==> src/rtl/adrv9001_enable_sequencer.sv <==
`default_nettype none
`timescale 1ns/1ps
// ============================================================================
// Module      : adrv9001_enable_sequencer
// Description : Four-channel enable-pin sequencer for the ADRV9001
//               RX1/RX2/TX1/TX2 enable pins. Turns level requests into enable
//               pulses with a programmable setup delay before assertion and a
//               hold guard after deassertion. Optionally interlocks the RX/TX
//               pair sharing an RF port so both are never active together.
// Revision    : 1.0 - initial release
// ----------------------------------------------------------------------------
// Parameters
//   CNT_W        : width of the setup/hold delay counters
// Ports
//   clk          : sequencer clock (single clock domain)
//   rstn         : asynchronous active-low reset
//   req[3:0]     : level requests, [0]=rx1 [1]=rx2 [2]=tx1 [3]=tx2
//   setup_cycles : request-accept to enable-assert delay (all channels)
//   hold_cycles  : post-deassert guard before a channel may restart
//   en[3:0]      : enable pins, registered
//   busy[3:0]    : channel not idle, registered
//   blocked[3:0] : one-cycle pulse per cycle a request is refused
// Build options
//   ADRV9001_ENSEQ_INTERLOCK_EN : when defined, rx1/tx1 and rx2/tx2 are
//                                 mutually exclusive with RX priority; when
//                                 undefined all channels are independent and
//                                 blocked is always 0.
// ============================================================================
module adrv9001_enable_sequencer #(
  parameter int CNT_W = 16
) (
  input  logic             clk,
  input  logic             rstn,
  input  logic [3:0]       req,
  input  logic [CNT_W-1:0] setup_cycles,
  input  logic [CNT_W-1:0] hold_cycles,
  output logic [3:0]       en,
  output logic [3:0]       busy,
  output logic [3:0]       blocked
);

  localparam int NCH = 4;

  typedef enum logic [1:0] {
    ST_IDLE  = 2'd0,
    ST_SETUP = 2'd1,
    ST_ON    = 2'd2,
    ST_HOLD  = 2'd3
  } state_t;

  state_t           r_state     [NCH];
  state_t           w_state_nxt [NCH];
  logic [CNT_W-1:0] r_cnt       [NCH];
  logic [CNT_W-1:0] w_cnt_nxt   [NCH];

  logic [3:0] w_refuse;
  logic [3:0] w_en_nxt;
  logic [3:0] w_busy_nxt;
  logic [3:0] w_blk_nxt;
  logic [3:0] r_en;
  logic [3:0] r_busy;
  logic [3:0] r_blocked;

`ifdef ADRV9001_ENSEQ_INTERLOCK_EN
  logic [3:0] w_idle;

  always_comb begin
    for (int i = 0; i < NCH; i++) begin
      w_idle[i] = (r_state[i] == ST_IDLE);
    end
  end

  // Refusal condition for a channel that is itself idle and requesting.
  // RX only yields to an active TX partner; TX also yields to a same-cycle
  // RX request so that RX wins a simultaneous start.
  always_comb begin
    w_refuse    = 4'b0000;
    w_refuse[0] = !w_idle[2];
    w_refuse[1] = !w_idle[3];
    w_refuse[2] = !w_idle[0] || req[0];
    w_refuse[3] = !w_idle[1] || req[1];
  end
`else
  assign w_refuse = 4'b0000;
`endif

  // Next-state / next-output logic for all four channels.
  always_comb begin
    w_en_nxt   = 4'b0000;
    w_busy_nxt = 4'b0000;
    w_blk_nxt  = 4'b0000;
    for (int i = 0; i < NCH; i++) begin
      w_state_nxt[i] = r_state[i];
      w_cnt_nxt[i]   = r_cnt[i];

      case (r_state[i])
        ST_IDLE: begin
          if (req[i]) begin
            if (w_refuse[i]) begin
              // Not latched: the request is simply re-evaluated next cycle.
              w_blk_nxt[i] = 1'b1;
            end else begin
              w_cnt_nxt[i] = setup_cycles;
              if (setup_cycles == '0) begin
                w_state_nxt[i] = ST_ON;
              end else begin
                w_state_nxt[i] = ST_SETUP;
              end
            end
          end
        end

        ST_SETUP: begin
          if (!req[i]) begin
            w_state_nxt[i] = ST_IDLE;
            w_cnt_nxt[i]   = '0;
          end else begin
            w_cnt_nxt[i] = r_cnt[i] - CNT_W'(1);
            // A loaded value of N reaches ON exactly N edges after acceptance.
            if (r_cnt[i] <= CNT_W'(1)) begin
              w_state_nxt[i] = ST_ON;
              w_cnt_nxt[i]   = '0;
            end
          end
        end

        ST_ON: begin
          if (!req[i]) begin
            w_cnt_nxt[i] = hold_cycles;
            if (hold_cycles == '0) begin
              w_state_nxt[i] = ST_IDLE;
            end else begin
              w_state_nxt[i] = ST_HOLD;
            end
          end
        end

        ST_HOLD: begin
          // Requests are ignored until the guard time has elapsed.
          w_cnt_nxt[i] = r_cnt[i] - CNT_W'(1);
          if (r_cnt[i] <= CNT_W'(1)) begin
            w_state_nxt[i] = ST_IDLE;
            w_cnt_nxt[i]   = '0;
          end
        end

        default: begin
          w_state_nxt[i] = ST_IDLE;
          w_cnt_nxt[i]   = '0;
        end
      endcase

      // Outputs are registered from the next state so they change on the
      // same edge as the state itself, with no path from req to the pins.
      w_en_nxt[i]   = (w_state_nxt[i] == ST_ON);
      w_busy_nxt[i] = (w_state_nxt[i] != ST_IDLE);
    end
  end

  always_ff @(posedge clk or negedge rstn) begin
    if (!rstn) begin
      for (int i = 0; i < NCH; i++) begin
        r_state[i] <= ST_IDLE;
        r_cnt[i]   <= '0;
      end
      r_en      <= 4'b0000;
      r_busy    <= 4'b0000;
      r_blocked <= 4'b0000;
    end else begin
      for (int i = 0; i < NCH; i++) begin
        r_state[i] <= w_state_nxt[i];
        r_cnt[i]   <= w_cnt_nxt[i];
      end
      r_en      <= w_en_nxt;
      r_busy    <= w_busy_nxt;
      r_blocked <= w_blk_nxt;
    end
  end

  assign en      = r_en;
  assign busy    = r_busy;
  assign blocked = r_blocked;

endmodule
`default_nettype wire

==> config.mk <==
export PLATFORM = sky130hd
export DESIGN_NAME = adrv9001_enable_sequencer
export DESIGN_NICKNAME = d
export VERILOG_FILES = /design/src/rtl/adrv9001_enable_sequencer.sv
export SDC_FILE = /design/constraint.sdc
export NUM_CORES = 1
export LEC_CHECK = 0
export BUFFER_PORTS_ARGS = -buffer_cell sky130_fd_sc_hd__buf_2
export CAP_MARGIN = 20
export CORE_AREA = 3 3 111 113
export DETAILED_ROUTE_END_ITERATION = 16
export DIE_AREA = 0 0 114 116
export MAX_ROUTING_LAYER = met4
export PLACE_DENSITY = 0.74
export SYNTH_ARGS = -nofsm -noshare
export SYNTH_HDL_FRONTEND = slang
export SYNTH_SLANG_ARGS = --single-unit
==> constraint.sdc <==
create_clock -name clk -period 1.9 [get_ports clk]
set_input_delay 0.285 -clock clk [delete_from_list [all_inputs] [get_ports clk]]
set_output_delay 0.285 -clock clk [all_outputs]
set_load 0.01 [all_outputs]
Yosys cells after proc, flatten, opt, wreduce, memory -nomap -nowiden

Cells that the tools add are included.

Register bits: 80
Input bits: 38
Output and inout port bits: 12
Word-level logic and storage cells: 102

Add/sub/neg operators: 4
Magnitude comparators: 4
Equal/unequal tests: 24
Muxes and demuxes: 46
Reductions and logical operators: 14

Operators by type and width:

| operator                | number |
|---|---|
| $mux W16                | 16 |
| $pmux W16 S4            | 4 |
| $le A16 B1 Y1 const B   | 4 |
| $sub A16 B1 Y16 const B | 4 |
| $mux W2                 | 22 |
| $logic_not A16 Y1       | 2 |
| $pmux W2 S4             | 4 |
| $eq A2 B2 Y1 const B    | 12 |
| $ne A2 B2 Y1 const B    | 8 |
| $eq A2 B1 Y1 const B    | 4 |
| $logic_not A2 Y1        | 4 |
| $reduce_and A2 Y1       | 4 |
| $reduce_bool A2 Y1      | 4 |

Longest topological paths before layout

Gate-level depths: netlist of run 1.

Word-level depth: 5
Gate-level depth with buffers: 8

Least setup slack after synthesis of run 1

OpenSTA, ideal clock, no wires.

Kind: flip-flop to flip-flop
From: register r_cnt[26] in the netlist's numbering
To: register r_cnt[21] in the netlist's numbering
Library setup time: 0.121 ns
Arrival time: 1.790 ns
Slack: -0.011 ns
Stages on the path, launching flop included: 7
Period minus slack after synthesis: 1.911 ns
Cell sequence: dfrtp_1 or3_1 buf_2 o41ai_4 buf_6 a21oi_1 o22a_1

Cells in the longest elaborated chain, start to end: 4

Ends and longest elaborated chain:

| what                             | line     | RTL |
|---|---|---|
| start: declaration               | 53       | `logic [CNT_W-1:0] r_cnt [NCH];` |
| start signal: indexed assignment | 172      | `r_cnt[i] <= w_cnt_nxt[i];` |
| $le A16 B1 Y1 (*)                | 120, 141 |  |
| $mux W16 (*)                     | 120, 141 |  |
| $mux W16                         | 114      | `if (!req[i]) begin` |
| $pmux W16 S4 (*)                 | 96       | `case (r_state[i])` |

Mark *: on every way between the ends. The rest lies on a longest branch, timed or not.
A chain may end at the register's enable or synchronous reset.

Final worst setup path of run 1

From: register r_cnt[26] in the netlist's numbering
To: register r_cnt[18] in the netlist's numbering

Same word-level chain as after synthesis.

==> results of run 1 <==
==> critical path, cell delays in order, from the launching register on <==
cell and delay [ns]:
dfrtp_1 0.38, or3_4 0.45, o41ai_4 0.37, buf_4 0.22, o21ai_1 0.07, a211o_1 0.30
==> cell usage after synthesis, drive strengths merged (12+ instances only) <==
master  instances  area [um^2]
nand2          25         96.4
dfrtp          80         2000
buf            23          120
clkbuf         29          109
inv            14         52.6
nor2           69          259
nor2b          12         75.1
nor4           22          171
nor3           33          175
o22ai          38          238
a21oi          58          294
a22o           16          140
mux2i          42          420
mux2           23          259
xnor2          25          219
o21ai          35          175
==> layer usage <==
| layer | wire length, um | vias to the layer above | share of wire (%) | global-route usage [%] |
|---|---|---|---|---|
| met5 | 0 | - | 0 | - |
| met4 | 785 | 0 | 3.9 | 14.1 |
| met3 | 2190 | 84 | 11 | 9.66 |
| met2 | 9180 | 374 | 46 | 46.0 |
| met1 | 7960 | 3023 | 40 | 38.8 |
| li1 | - | 2849 | - | - |
==> registers in the layout, summed over array words and instances, names as in the netlist <==
signal   flops
busy         4
en           4
r_cnt       64
r_state      8
==> worst paths after layout <==
check | end | slack (ns) | startpoint
max | r_cnt[18] | 0.01 | r_cnt[26]
min | r_cnt[30] | 0.31 | req[2]
max reg2reg | r_cnt[18] | 0.01 | r_cnt[26]
min reg2reg | r_cnt[32] | 0.54 | r_cnt[32]
max in group asynchronous | r_cnt[23] | 0.78 | rstn
min in group asynchronous | r_cnt[5] | 0.46 | rstn
==> final cells by class <==
cell class	count	area (um^2)
Tap cell	143	179
Multi-Input combinational cell	551	3960
Fill cell	911	3850
Clock inverter	3	17.5
Timing Repair Buffer	155	1100
Clock buffer	12	256
Sequential cell	80	2010
Inverter	15	56.3
==> where the power goes <==
part,total (W),internal (W),leakage [nW],switching (W)
registers,0.00315,0.00236,1.00,0.000793
logic,0.00632,0.00304,2.12,0.00328
clock network,0.00166,0.000945,0.134,0.000720
total,0.0111,0.00634,3.26,0.00479
==> cells by family (layout without fill, tap and decap cells) <==
| kind of cell | after synthesis | after routing |
|---|---|---|
| compound gates | 220 | 220 |
| buf+inv | 67 | 185 |
| xor+xnor | 36 | 36 |
| fa+ha+maj | 8 | 8 |
| flops | 80 | 80 |
| other cells | 1 | 4 |
| simple gates | 218 | 218 |
| mux | 65 | 65 |
==> through the flow <==
stage               power [W]  instances
finish                 0.0111        959
global route           0.0118        959
CTS                    0.0106        952
detailed placement    0.00883        936
global placement      0.00857        936
floorplan             0.00677        698
==> what timing repair did <==
action                     CTS  global route
hold endpoints to repair    38             0
setup endpoints to repair    6            59
setup buffers                0             7
gates resized for setup      5            42
pin swaps                    0            10
hold buffers                 1             0
==> impl_metrics.ini, run 1 <==
[global_routing]
grt_max_degree = 43
grt_use_total_pct = 31.0
grt_pass1_wl_um = 30800
grt_pass1_vias = 5989
antenna_found_initial = 0
grt_remaining_overflow = 0

[synthesis]
synthArstFlopShare_pct = 100
synthMuxAreaShare_pct = 11.3
synth-seq-cells = 80
yosys_warnings = 0
synth_top_family_by_area = compound AO/OA/AOI/OAI gates
synth-compound-area-share_pct = 24.3
ys.flop_type = dfrtp_1
synth_edf_count = 0
yosysUniqueCellTypes = 70
seq_area_frac_synth_pct = 33.2
synth_area_um2 = 6020
yosys.area_share.simple_pct = 19.5
syn-instance-count = 695
synthAdderAreaFrac_pct = 1.66
synth_area_per_cell_um2 = 8.66
synth_xor_xnor_area_share_pct = 5.24

[route]
wl_um = 20100
wl_per_cell_um = 21.0
drt_iter0_markers = 653
num_vias = 6330
first_pass_iters = 6
route.detailed.drc = 0
detail-route-antenna-nets = 0
vias_per_cell = 6.60

[layout]
final_util_pct = 66.3
final_cell_mix = buf_4, dfrtp_1, nor2_1
area_growth_pct = 25.7
drive_gt1_share_pct = 30.0
final_area_um2 = 7570
layout_commonest_cell = buf_4
fin_nets = 858
diodes = 0

[hold_path]
holdPathStages = 4
hp-class = in -> reg

[placed_design]
dpl_cell_area_um2 = 7030
routabilityCongestion = 0.971
dp_slack_ns = -0.0384
post-dp-hpwl_um = 14100
port_buffers = 45

[setup_path]
crit_type = reg -> reg
path_max_fanout = 8
cp.required_ns = 2.15
ff2ff_path_depth = 5
startpoint_type = flip-flop
cp_data_arrival_time_ns = 2.14
end_kind = flip-flop

[timing]
finalSetupTns_ns = 0
rsz0062_at_grt = true
worst_slack_ns = 0.00974
setup_violations = 0
fin_crit_sh_pct = 99.5
finalMaxSlewViolations = 0
finalClockSkew_ns = 0.00958
hold_slack_ns = 0.314
worst_pin_slew_ns = 0.563
hold_viol = 0
slew-limit-headroom_pct = 62.5
period_needed_ns = 1.89
fmax_mhz = 529

[run_status]
status = completed

[power_and_ir_drop]
ir_drop_mv = 1.30
powerDensity_nw_per_um2 = 1470
p_leak_nw = 3.26

[job]
maxCapViolations = 0

[die]
dieWidth_um = 114
core-area_um2 = 11400
io_pins = 50
die_height_um = 116
num_rows = 39
initial_core_util_pct = 52.7
die_area_um2 = 13200

[clocking]
cts_sinks = 80
root_buffer = clkbuf_16
cts_tree = done
insertion_delay_ns = 0.36
cts-htree-levels = 3
clk_pin_slew_ns = 0.06
cts_made_buffers = 9
clockBufferDepth = 2
(Power assumes the default switching activity.)
==> run 2: changes to the inputs <==
--- a/config.mk
+++ b/config.mk
@@ -12,6 +12,7 @@
 export DIE_AREA = 0 0 114 116
 export MAX_ROUTING_LAYER = met4
 export PLACE_DENSITY = 0.74
+export SETUP_SLACK_MARGIN = 0.2
 export SYNTH_ARGS = -nofsm -noshare
 export SYNTH_HDL_FRONTEND = slang
 export SYNTH_SLANG_ARGS = --single-unit
==> run 2 against run 1 <==
Compared with the run above:
- the flow now finishes with violations (negative setup slack)
- register-to-register slack worse by 0.03 ns
- highest routed layer unchanged
- die area stayed put
- critical path type unchanged
- power is 19% higher
- critical endpoint is now r_cnt[1]
- largest cell class unchanged
==> impl_metrics.ini, run 2 (synthesis gave the netlist of run 1 again) <==
[run_status]
status = finished with violations
violations = negative setup slack

[setup_path]
r2r_end = r_cnt[1]
cp.required_ns = 2.11
r2r_setup_slack_ns = -0.02
reg2reg_from = r_cnt[10]
cp_data_arrival_time_ns = 2.13
worstSetupEndpoint = r_cnt[1]
ff2ff_path_depth = 6
crit_path_start = r_cnt[10]
end_kind = flip-flop
crit_type = reg -> reg
startpoint_type = flip-flop
path_max_fanout = 5

[power_and_ir_drop]
internal_power_w = 0.00754
combPwrFrac_pct = 60.1
sequentialPowerShare_pct = 24.6
powerDensity_nw_per_um2 = 1550
p_sw_w = 0.00574
sw_frac_of_total_pct = 43.2
p_leak_nw = 3.64
p_clk_share_pct = 15.3
ir_drop_mv = 1.03

[timing]
worst_pin_slew_ns = 0.608
period_needed_ns = 1.92
fmax_mhz = 520
hold_slack_ns = 0.262
finalMaxSlewViolations = 0
hold_viol = 0
rsz0062_at_grt = true
finalClockSkew_ns = 0.00946
setup_violations = 5
slew-limit-headroom_pct = 59.2
worst_slack_ns = -0.0220
fin_crit_sh_pct = 101

[route]
route.detailed.drc = 0
first_pass_iters = 6
wl_per_cell_um = 22.7
detail-route-antenna-nets = 0
vias_per_cell = 6.68
wl_um = 22800
drt_iter0_markers = 729
num_vias = 6705

[die]
die_height_um = 116
dieWidth_um = 114
initial_core_util_pct = 52.7
die_area_um2 = 13200
core-area_um2 = 11400
io_pins = 50
num_rows = 39

[placed_design]
routabilityCongestion = 0.976
post-dp-hpwl_um = 14400
dp_slack_ns = -0.192
port_buffers = 45
dpl.cell_count = 944

[clocking]
clockBufferDepth = 2
clk_pin_slew_ns = 0.06
cts_tree = done
cts-htree-levels = 3
cts_made_buffers = 9
cts_sinks = 80
root_buffer = clkbuf_16
insertion_delay_ns = 0.35

[layout]
area_growth_pct = 42.7
final_cell_mix = buf_4, dfrtp_1, nor2_1
diodes = 0
regMostFlops = r_cnt
largest_register_ffs = 64
instances_no_fill = 1004
largestRegisters = r_cnt: 64 flops, r_state: 8 flops
drive_gt1_share_pct = 42.9
final_util_pct = 75.2
fin_nets = 903
layout_commonest_cell = buf_4

[hold_path]
hp-class = in -> reg

[global_routing]
grt_pass1_wl_um = 33600
grt_use_total_pct = 33.6
grt_max_degree = 35
grt_remaining_overflow = 0
antenna_found_initial = 0
grt_pass1_vias = 6520

[job]
maxCapViolations = 0
-- run 2: changes by cell type in the layout (fill, tap and decap cells not counted), moves of 6 or more --
cell / delta
buf_4: +30
a21oi_1: -11
buf_6: +14
o21ai_0: -16
o22ai_2: +20
o21ai_2: +6
o21ai_1: +9
a21oi_2: +10
o22ai_1: -21
-- run 2: power groups by stage --
stage	registers, W	clock network [W]	logic (W)
after floorplan	0.00299	0	0.00395
after global placement	0.00307	0	0.00566
after detailed placement	0.00311	0	0.00584
after CTS	0.00316	0.00203	0.00693
after global routing	0.00334	0.00208	0.00848
final	0.00327	0.00203	0.00799
-- run 2: critical path, cell delays in order (launching register included) --
cell	delay (ns)
dfrtp_1	0.39
or4_4	0.58
nor3_4	0.17
buf_4	0.16
a41o_4	0.25
buf_6	0.15
o22ai_2	0.08
-- run 2: cell type report --
class / count / area [um^2]
clock buffer: 9 / 225
tap: 143 / 179
fill: 776 / 2830
timing repair buffer: 200 / 1510
multi-input combinational: 551 / 4500
inverter: 15 / 56.3
sequential: 80 / 2010
clock inverter: 6 / 109
-- run 2: through the flow --
step	instance area (um^2)	power, W	setup TNS (ns)
finish	8590	0.0133	-0.0484
global route	8590	0.0139	-0.705
detailed placement	7130	0.00895	-1.20
floorplan	6120	0.00695	-0.00485
CTS	8130	0.0121	0
global placement	7130	0.00873	-1.52
-- run 2: how the worst min path moves through the flow --
stage                      start    endpoint  slack [ns]  cells past startpoint
after floorplan             rstn     busy[0]       -0.01                      0
after global placement      rstn  r_state[1]        0.20                      1
after detailed placement    rstn    r_cnt[6]        0.20                      1
after CTS                 req[2]       en[2]        0.25                      2
after global routing      req[2]       en[2]        0.27                      2
final                     req[2]       en[2]        0.26                      2
-- run 2: repair_timing --
| item | CTS | global route |
|---|---|---|
| endpoints found under the setup margin | 70 | 78 |
| hold endpoints to repair | 18 | 0 |
| gates cloned | 2 | 1 |
| pin swaps | 36 | 32 |
| resized for setup | 90 | 84 |
| hold buffers | 1 | 0 |
| buffers inserted | 29 | 12 |
-- run 2: per-layer routing --
| layer | track usage (%) | share of wire, % |
|---|---|---|
| met1 | 40.9 | 38 |
| met2 | 53.2 | 47 |
| met3 | 6.27 | 10 |
| met4 | 17.4 | 5.5 |
| met5 | - | 0 |
==> run 3: changes to the inputs <==
--- a/config.mk
+++ b/config.mk
@@ -11,7 +11,7 @@
 export DETAILED_ROUTE_END_ITERATION = 16
 export DIE_AREA = 0 0 114 116
 export MAX_ROUTING_LAYER = met4
-export PLACE_DENSITY = 0.74
+export PLACE_DENSITY = 0.81
 export SETUP_SLACK_MARGIN = 0.2
 export SYNTH_ARGS = -nofsm -noshare
 export SYNTH_HDL_FRONTEND = slang
==> run 3 against run 2 <==
Compared with the run above:
- die area unchanged
- design area shrank 1.9%
- the run now ends clean
- critical endpoint is now r_cnt[18]
- combinational power decreased by 1%
- via count increased by 0.40%
- final cell count decreased by 1.7%
- clock-buffer cell count grew 1
- clock skew fell by 0.0032 ns
- non-clock buffer count shrank 17
- sequential share of layout area is 0.44 points higher
- highest routed layer unchanged
- clock power fell by 5%
- fmax rose by 1.7%
- register-to-register slack improved by 0.03 ns
==> impl_metrics.ini, run 3 (synthesis gave the netlist of run 1 again) <==
[route]
wl_per_cell_um = 22.6
num_vias = 6732
detail-route-antenna-nets = 0
vias_per_cell = 6.82
first_pass_iters = 6
route.detailed.drc = 0
wl_um = 22300
drt_iter0_markers = 913

[setup_path]
crit_path_start = r_cnt[30]
ff2ff_path_depth = 6
path_max_fanout = 6
slowest_stage = dfrtp_1
end_kind = flip-flop
slowest_delay_ns = 0.43
crit_type = reg -> reg
cp.required_ns = 2.14
reg2reg_from = r_cnt[30]
path_cells = nor4_4 > nand2_2 > o41ai_4 > buf_6 > o21ai_1 > a211o_1
cp_data_arrival_time_ns = 2.13
startpoint_type = flip-flop

[clocking]
cts_sinks = 80
clockBufferDepth = 2
insertion_delay_ns = 0.36
cts_made_buffers = 9
clk_pin_slew_ns = 0.06
cts-htree-levels = 3
root_buffer = clkbuf_16
cts_tree = done

[timing]
finalMaxSlewViolations = 0
fmax_mhz = 529
slew-limit-headroom_pct = 65.6
finalClockSkew_ns = 0.00629
worst_pin_slew_ns = 0.516
setup_violations = 0
hold_slack_ns = 0.318
period_needed_ns = 1.89
hold_viol = 0
fin_crit_sh_pct = 99.5
rsz0062_at_grt = true

[global_routing]
grt_pass1_vias = 6407
grt_use_total_pct = 32.2
grt_max_degree = 81
antenna_found_initial = 0
grt_pass1_wl_um = 32500
grt_remaining_overflow = 0

[die]
io_pins = 50
core-area_um2 = 11400
die_area_um2 = 13200
dieWidth_um = 114
die_height_um = 116
initial_core_util_pct = 52.7
num_rows = 39

[layout]
largestRegisters = r_cnt: 64 flops, r_state: 8 flops
fin_nets = 886
regArea_um2 = 2010
diodes = 0
final_area_um2 = 8430
drive_gt1_share_pct = 41.5
layout_commonest_cell = buf_4
area_growth_pct = 40.0
regMostFlops = r_cnt
largest_register_ffs = 64
multi_input_area_um2 = 4490
fill_cells = 731
final_cell_mix = buf_4, dfrtp_1, nor2_1

[placed_design]
dpl_cell_area_um2 = 6960
post-dp-hpwl_um = 13700
port_buffers = 45
routabilityCongestion = 0.964

[hold_path]
hp-class = in -> reg
holdCritStartpoint = req[0]
holdPathStages = 2

[job]
maxCapViolations = 0

[power_and_ir_drop]
p_leak_nw = 3.54
powerDensity_nw_per_um2 = 1560
ir_drop_mv = 1.15

[run_status]
status = completed
==> run 3: cell types whose count changed in the layout (fill, tap and decap cells not counted), moves of 3 or more <==
cell / previous run / this run
xnor2_2: 3 / 0
xnor2_1: 22 / 25
nor2_4: 5 / 2
a21oi_2: 11 / 7
nor3b_2: 4 / 1
buf_4: 136 / 111
nor2_2: 2 / 6
buf_6: 15 / 26
a21oi_1: 46 / 51
==> run 3: final timing paths <==
path                            slack (ns)         to
worst max register to register        0.01  r_cnt[18]
worst max-delay path                  0.01  r_cnt[18]
min in group asynchronous             0.51   r_cnt[6]
worst min-delay path                  0.32      en[0]
worst min register to register        0.56  r_cnt[32]
max in group asynchronous             1.03  r_cnt[18]
==> run 3: area by class of cell <==
| type | instances | share of cell area (%) |
|---|---|---|
| multi-input cells | 551 | 53.2 |
| flip-flops and latches | 80 | 23.8 |
| repair buffers | 183 | 16.3 |
| clock buffers | 10 | 2.84 |
| well taps | 143 | 2.12 |
| clock inverters | 5 | 0.965 |
| inverters | 15 | 0.683 |
==> run 3: what timing repair did <==
item                                   CTS  global route
setup endpoints to repair               68            76
cloned                                   3             0
endpoints found under the hold margin   80             0
hold buffers                             1             0
setup buffers                           29            15
resized for setup                       86            96
pin swaps                               35            32
==> run 3: through the flow <==
step	setup slack [ns]	std cells	power, W	utilization, %	TNS, ns
finish	0.00992	987	0.0131	73.8	0
global route	-0.0613	987	0.0137	73.8	-0.110
CTS	0.0530	972	0.0117	69.0	0
detailed placement	-0.00430	924	0.00879	61.0	-0.00430
global placement	0.0571	924	0.00851	61.0	0
floorplan	-0.00485	698	0.00695	-	-0.00485
==> run 3: worst max-delay path: cells and delay by family (launching register included) <==
kind / cells / cell delay, ns
AOI/OAI and AO/OA: 3 / 0.67
and+or+nand+nor: 2 / 0.49
DFF: 1 / 0.43
buffers and inverters: 1 / 0.18
==> run 3: metal layers <==
metal / up-vias / global-route usage, % / share of wire [%]
li1: 2894 / - / -
met1: 3243 / 39.5 / 37
met2: 468 / 50.5 / 48
met3: 127 / 7.15 / 9.8
met4: 0 / 15.3 / 5.1
met5: - / - / 0
==> run 3: power breakdown <==
group,leakage [nW],internal (W),switching (W),total (W)
logic,2.39,0.00381,0.00410,0.00791
registers,1.00,0.00235,0.000911,0.00327
clock network,0.155,0.00118,0.000749,0.00193
